==> config.mk <==
export PLATFORM = sky130hd
export DESIGN_NAME = rd_stream_buffer_flat
export DESIGN_NICKNAME = d
export VERILOG_FILES = /design/src/rtl/rd_stream_buffer_if.sv /design/src/rtl/rd_stream_buffer.sv /design/src/flat_wrapper.sv
export SDC_FILE = /design/constraint.sdc
export NUM_CORES = 1
export LEC_CHECK = 0
export ABC_AREA = 1
export BUFFER_PORTS_ARGS = -buffer_cell sky130_fd_sc_hd__clkbuf_2
export CAP_MARGIN = 20
export CORE_UTILIZATION = 55
export CTS_BUF_LIST = sky130_fd_sc_hd__clkbuf_16
export CTS_CLUSTER_DIAMETER = 100
export CTS_CLUSTER_SIZE = 40
export DETAILED_ROUTE_END_ITERATION = 8
export PLACE_DENSITY = 0.69
export SETUP_SLACK_MARGIN = 0.2
export SLEW_MARGIN = 40
export SYNTH_ARGS = -nofsm -noshare
export SYNTH_HDL_FRONTEND = slang
export SYNTH_SLANG_ARGS = --single-unit
==> constraint.sdc <==
create_clock -name clk -period 3.4 [get_ports clk]
set_input_delay 0.34 -clock clk [delete_from_list [all_inputs] [get_ports clk]]
set_output_delay 0.34 -clock clk [all_outputs]
set_load 0.05 [all_outputs]
==> src/rtl/rd_stream_buffer_if.sv <==
// Handshake/bus bundle for rd_stream_buffer: load port, stream config and
// the valid/ready output stream. master = loader/consumer side, slave = buffer.
`timescale 1ns/1ps
interface rd_stream_buffer_if #(
  parameter int ADDR_LEN = 5,
  parameter int DATA_LEN = 32,
  parameter int PASS_W   = 8
);
  logic                ld_en;
  logic [ADDR_LEN-1:0] ld_addr;
  logic [DATA_LEN-1:0] ld_data;
  logic [ADDR_LEN-1:0] cfg_last;
  logic                cfg_loop;
  logic                start;
  logic                out_ready;
  logic                out_valid;
  logic [DATA_LEN-1:0] out_data;
  logic                busy;
  logic                done;
  logic [PASS_W-1:0]   pass_cnt;

  modport master (
    output ld_en, ld_addr, ld_data, cfg_last, cfg_loop, start, out_ready,
    input  out_valid, out_data, busy, done, pass_cnt
  );

  modport slave (
    input  ld_en, ld_addr, ld_data, cfg_last, cfg_loop, start, out_ready,
    output out_valid, out_data, busy, done, pass_cnt
  );
endinterface

==> src/rtl/rd_stream_buffer.sv <==
// rd_stream_buffer: loadable word buffer streamed out in address order
// (0..last), one word per cycle, in loop or one-shot mode, with a
// saturating completed-pass counter and a valid/ready output.
`timescale 1ns/1ps
module rd_stream_buffer #(
  parameter int ADDR_LEN = 5,
  parameter int DATA_LEN = 32,
  parameter int PE_ID    = 0,
  parameter int PASS_W   = 8
) (
  input  logic              clk,
  input  logic              reset,
  rd_stream_buffer_if.slave bus
);
  localparam int DEPTH = 2 ** ADDR_LEN;

  typedef enum logic [1:0] {
    IDLE,
    PRIME,
    RUN,
    DONE
  } stateT;

  stateT               state;
  stateT               stateNxt;
  logic [DATA_LEN-1:0] mem [DEPTH];
  logic [ADDR_LEN-1:0] head;
  logic [ADDR_LEN-1:0] headNxt;
  logic [ADDR_LEN-1:0] lastQ;
  logic [ADDR_LEN-1:0] rdAddr;
  logic                loopQ;
  logic                fire;
  logic                atLast;
  logic                memRead;
  logic                passInc;
  logic                busyInt;

  // PE_ID only tags the instance here; buffer contents arrive via the load port.
  logic unusedPeId;
  assign unusedPeId = ^PE_ID;

  assign fire    = bus.out_valid & bus.out_ready;
  assign atLast  = (head == lastQ);
  assign headNxt = atLast ? '0 : head + 1'b1;
  assign busyInt = (state == PRIME) || (state == RUN);
  assign bus.busy = busyInt;

  // State register.
  always_ff @(posedge clk or posedge reset) begin
    if (reset) state <= IDLE;
    else       state <= stateNxt;
  end

  // Next state and read control; start overrides everything, including a
  // coincident fire, which is then neither consumed nor counted.
  always_comb begin
    stateNxt = state;
    memRead  = 1'b0;
    rdAddr   = head;
    passInc  = 1'b0;
    unique case (state)
      IDLE, DONE: ;
      PRIME: begin
        stateNxt = RUN;
        memRead  = 1'b1;
        rdAddr   = '0;
      end
      RUN: begin
        if (fire) begin
          memRead = 1'b1;
          rdAddr  = headNxt;
          passInc = atLast;
          if (atLast && !loopQ) stateNxt = DONE;
        end
      end
      default: stateNxt = IDLE;
    endcase
    if (bus.start) begin
      stateNxt = PRIME;
      memRead  = 1'b0;
      passInc  = 1'b0;
    end
  end

  // Stream datapath: head pointer, captured config, output register, status.
  // out_valid is registered from the next state so it is high exactly in RUN.
  always_ff @(posedge clk or posedge reset) begin
    if (reset) begin
      head          <= '0;
      lastQ         <= '0;
      loopQ         <= 1'b0;
      bus.out_valid <= 1'b0;
      bus.out_data  <= '0;
      bus.done      <= 1'b0;
      bus.pass_cnt  <= '0;
    end else begin
      bus.out_valid <= (stateNxt == RUN);
      if (bus.start) begin
        head         <= '0;
        lastQ        <= bus.cfg_last;
        loopQ        <= bus.cfg_loop;
        bus.pass_cnt <= '0;
        bus.done     <= 1'b0;
      end else if ((state == RUN) && fire) begin
        head <= headNxt;
        if (passInc && (bus.pass_cnt != '1)) bus.pass_cnt <= bus.pass_cnt + 1'b1;
        if (stateNxt == DONE) bus.done <= 1'b1;
      end
      if (memRead) bus.out_data <= mem[rdAddr];
    end
  end

  // Load port: writes are accepted only while no stream is in flight.
  always_ff @(posedge clk) begin
    if (bus.ld_en && !busyInt) mem[bus.ld_addr] <= bus.ld_data;
  end
endmodule
==> src/flat_wrapper.sv <==
// flat-port wrapper written by rule: the top's interface ports become plain ports
module rd_stream_buffer_flat 
#(
  parameter int ADDR_LEN = 5,
  parameter int DATA_LEN = 32,
  parameter int PE_ID    = 0,
  parameter int PASS_W   = 8
)
  (clk, reset, bus_ld_en, bus_ld_addr, bus_ld_data, bus_cfg_last, bus_cfg_loop, bus_start, bus_out_ready, bus_out_valid, bus_out_data, bus_busy, bus_done, bus_pass_cnt);
  rd_stream_buffer_if #(.ADDR_LEN(ADDR_LEN), .DATA_LEN(DATA_LEN), .PASS_W(PASS_W)) bus_i ();
  input  logic clk;
  input  logic reset;
  input wire logic [$bits(bus_i.ld_en)-1:0] bus_ld_en;
  input wire logic [$bits(bus_i.ld_addr)-1:0] bus_ld_addr;
  input wire logic [$bits(bus_i.ld_data)-1:0] bus_ld_data;
  input wire logic [$bits(bus_i.cfg_last)-1:0] bus_cfg_last;
  input wire logic [$bits(bus_i.cfg_loop)-1:0] bus_cfg_loop;
  input wire logic [$bits(bus_i.start)-1:0] bus_start;
  input wire logic [$bits(bus_i.out_ready)-1:0] bus_out_ready;
  output wire logic [$bits(bus_i.out_valid)-1:0] bus_out_valid;
  output wire logic [$bits(bus_i.out_data)-1:0] bus_out_data;
  output wire logic [$bits(bus_i.busy)-1:0] bus_busy;
  output wire logic [$bits(bus_i.done)-1:0] bus_done;
  output wire logic [$bits(bus_i.pass_cnt)-1:0] bus_pass_cnt;
  assign bus_i.ld_en = bus_ld_en;
  assign bus_i.ld_addr = bus_ld_addr;
  assign bus_i.ld_data = bus_ld_data;
  assign bus_i.cfg_last = bus_cfg_last;
  assign bus_i.cfg_loop = bus_cfg_loop;
  assign bus_i.start = bus_start;
  assign bus_i.out_ready = bus_out_ready;
  assign bus_out_valid = bus_i.out_valid;
  assign bus_out_data = bus_i.out_data;
  assign bus_busy = bus_i.busy;
  assign bus_done = bus_i.done;
  assign bus_pass_cnt = bus_i.pass_cnt;
  rd_stream_buffer #(.ADDR_LEN(ADDR_LEN), .DATA_LEN(DATA_LEN), .PE_ID(PE_ID), .PASS_W(PASS_W)) u_core (.clk(clk), .reset(reset), .bus(bus_i));
endmodule
==> impl_metrics.py <==
metrics = {
    "power": {
        "ir_drop_uv": 648,
        "leakagePower_nw": 19.6,
        "powerDensity_nw_per_um2": 477,
        "power_mw": 23.8,
    },
    "logic_synthesis": {
        "synth_seq_cells": 1079,
        "syn_area_um2": 46200,
        "seq_area_frac_synth_pct": 69.5,
        "yosysTopAreaCell": "edfxtp_1",
        "syn_inst": 4308,
        "avgSynthCellArea_um2": 10.7,
        "synth_nets": 4361,
        "ys_types": 29,
        "ys.flop_type": "edfxtp_1",
        "yosysWarnings": 0,
        "synth-edff-count": 1024,
        "yosys-top-cells-area": "edfxtp_1 (67%), nand3_1 (13%), nand2_1 (11%)",
        "synth_top_area_share_pct": 66.6,
        "synthArstFlopShare_pct": 5.10,
    },
    "floorplanning": {
        "die_area_um2": 85200,
        "rows": 105,
        "io_pins": 91,
        "start_util_pct": 55.9,
        "die_h_um": 292,
        "fp.dieW_um": 292,
        "core_area_um2": 82600,
    },
    "clocking": {
        "clk_latency_ps": 650,
        "clk_pin_slew_worst_paths_ps": 140,
        "cts.sinks": 1079,
        "clockRootBuffer": "clkbuf_16",
        "htreeDepth": 2,
        "cts_buffers": 36,
        "cts_buffer_depth": 3,
        "cts_tree": "yes",
    },
    "timing": {
        "setup_violations": 0,
        "period_share_pct": 88.5,
        "drv_slew": 0,
        "slew_headroom_pct": 49.8,
        "fin_setup_tns_ps": 0,
        "skew_ps": 30.7,
        "rsz0062_at_grt": "no",
        "worstMarginPinSlew_ps": 753,
        "worst_hold_slack_ps": 82.9,
        "min_period_ps": 3010,
        "fmax_mhz": 333,
        "worst_slack_ps": 393,
        "hold_viol": 0,
    },
    "routing": {
        "wl_per_cell_um": 24.0,
        "drtAntennaViolNets": 0,
        "vias": 32300,
        "drtIter0Drc": 3948,
        "firstDrtPassIters": 6,
        "via_per_inst": 6.01,
        "route.detailed.drc": 0,
        "routed_wirelength_um": 129000,
    },
    "worst_setup_path": {
        "cp.required_ps": 3910,
        "path_max_fanout": 35,
        "cp.buffers_inverters": 5,
        "critPathSlowestCell": "dfrtp_1",
        "path_class": "reg -> reg",
        "cpMostUsedCell": "nand3_1",
        "end_kind": "flip-flop",
        "crit_family": "simple AND/OR/NAND/NOR gates",
        "slowest_delay_ps": 400,
        "arrival_ps": 3520,
        "crit_chain": "inv_1 > ha_1 > inv_1 > nor2_2 > o21ai_0 > a21oi_4 > buf_12 > clkinv_8 > buf_12 > nand3_1 > nand3_1 > nand3_1 > nand3_1 > nand3_1 > nand2_1",
        "worst_setup_path_start_kind": "flip-flop",
    },
    "grt": {
        "grt_antenna_before_repair": 7,
        "grt_pass1_wl_um": 191000,
        "grt_max_degree": 116,
        "grt_pass1_vias": 30400,
        "grt_overflow_total": 0,
        "grtUsageTotal_pct": 30.2,
    },
    "final_layout": {
        "stdcell_count": 5384,
        "drive_gt1_share_pct": 7.31,
        "final_util_pct": 60.4,
        "syn_to_final_growth_pct": 8.07,
        "fillCellCount": 6619,
        "final_area_um2": 49900,
        "final_nets": 4338,
    },
    "placed_design": {
        "place_congestion": 0.821,
        "post-place-ws_ps": 381,
        "dp_hpwl_um": 65500,
        "io_buffers": 90,
        "detailed_place.area_um2": 48600,
        "dp.cells": 5307,
    },
    "min_path": {
        "hold_path.class": "in -> reg",
    },
    "run": {
        "drv_cap": 0,
    },
    "run_status": {
        "status": "finished, final reports clean",
    },
}
worst register-to-register path, delay by kind of cell, from the launching register on:
family / cells / cell delay [ps]
AND/OR/NAND/NOR: 7 / 940
buffers and inverters: 5 / 830
flip-flops: 1 / 400
AO/OA/AOI/OAI: 2 / 370
adder cells (fa/ha/maj): 1 / 350
layer usage:
layer | track usage (%) | wire (µm) | vias up
li1 | - | - | 14600
met5 | 0 | 28 | -
met3 | 4.25 | 13100 | 234
met4 | 8.86 | 3790 | 4
met2 | 49.6 | 61000 | 1680
met1 | 42.2 | 51300 | 15900
power breakdown:
part	switching, mW	leakage (nW)	internal (mW)
Combinational	1.93	9.10	0.565
Sequential	0.318	9.91	14.8
Clock	4.04	0.611	2.14
sequential cells by signal, indices dropped and copies added (netlist names):
register and count:
u_core.mem 1024, u_core.bus.out_data 32, u_core.bus.pass_cnt 8, u_core.head 5, u_core.lastQ 5, u_core.state 2, u_core.bus.done 1, u_core.bus.out_valid 1
u_core.loopQ 1
area by class of cell:
type / count / area (µm²) / share of cell area, %
Clock buffer: 37 / 926 / 1.85
Clock inverter: 26 / 253 / 0.506
Sequential cell: 1079 / 32100 / 64.3
Antenna cell: 4 / 10.0 / 0.0200
Tap cell: 1070 / 1340 / 2.68
Timing Repair Buffer: 219 / 2260 / 4.52
Inverter: 359 / 1370 / 2.74
Multi-Input combinational cell: 2590 / 11700 / 23.3
placed cells by master, fill, tap and decap left out, types with 2 or more instances in the layout:
| cell | instances |
|---|---|
| a31oi_1 | 2 |
| nor2_4 | 32 |
| clkinv_2 | 3 |
| dlygate4sd3_1 | 7 |
| nor2_1 | 15 |
| inv_6 | 3 |
| nand3_2 | 2 |
| inv_1 | 363 |
| buf_12 | 60 |
| nor2_2 | 2 |
| a211oi_1 | 2 |
| edfxtp_1 | 1024 |
| nand4_1 | 3 |
| buf_16 | 2 |
| clkinv_8 | 7 |
| buf_4 | 57 |
| a21oi_1 | 8 |
| nand2_8 | 2 |
| clkbuf_16 | 38 |
| diode_2 | 4 |
| nor3_1 | 2 |
| dfrtp_1 | 55 |
| nand2_4 | 2 |
| nand2_1 | 1321 |
| o21ai_0 | 10 |
| inv_2 | 3 |
| ha_1 | 5 |
| xor2_1 | 2 |
| clkbuf_2 | 90 |
| nand3_1 | 1170 |
| o22ai_1 | 4 |
synth_stat cells, types with 2 or more instances:
library cell  count
nand2_1        1323
nand3_1        1172
edfxtp_1       1024
inv_1           356
buf_2           111
clkbuf_1         98
dfrtp_1          55
nor2_1           47
buf_1            35
buf_4            20
buf_6            16
o21ai_0          10
a21oi_1           8
ha_1              5
o22ai_1           4
inv_2             3
nand4_1           3
a211oi_1          2
a31oi_1           2
nand2_4           2
nor2_2            2
nor3_1            2
xor2_1            2
path summary, 6_finish.rpt:
path | startpoint | endpoint | slack, ps | cells past startpoint
worst max-delay path | u_core.state[0] | u_core.bus.out_data[27] | 390 | 15
worst min-delay path | bus_start | u_core.bus.pass_cnt[0] | 80 | 2
worst max register to register | u_core.state[0] | u_core.bus.out_data[27] | 390 | 15
worst min register to register | u_core.bus.done | u_core.bus.done | 500 | 2
max in group asynchronous | reset | u_core.bus.out_data[11] | 2370 | 4
min in group asynchronous | reset | u_core.bus.pass_cnt[1] | 330 | 3
repair_timing:
| item | in CTS | in global routing |
|---|---|---|
| hold buffers | 7 | 0 |
| endpoints found under the setup margin | 0 | 15 |
| hold endpoints to repair | 45 | 0 |
| gates resized for setup | 0 | 7 |
| setup buffers | 0 | 2 |
logic make-up (layout without fill, tap and decap cells):
group	Yosys count	after routing	synth area share (%)
other	0	4	0
xor gates and xnor gates	3	3	0.0569
and+or+nand+nor	2553	2553	24.0
adders and majority gates	5	5	0.135
buffers and inverters	639	641	5.91
AOI/OAI and AO/OA	29	29	0.357
DFF	1079	1079	69.5
Note: power is estimated with default switching activity, not from simulation.
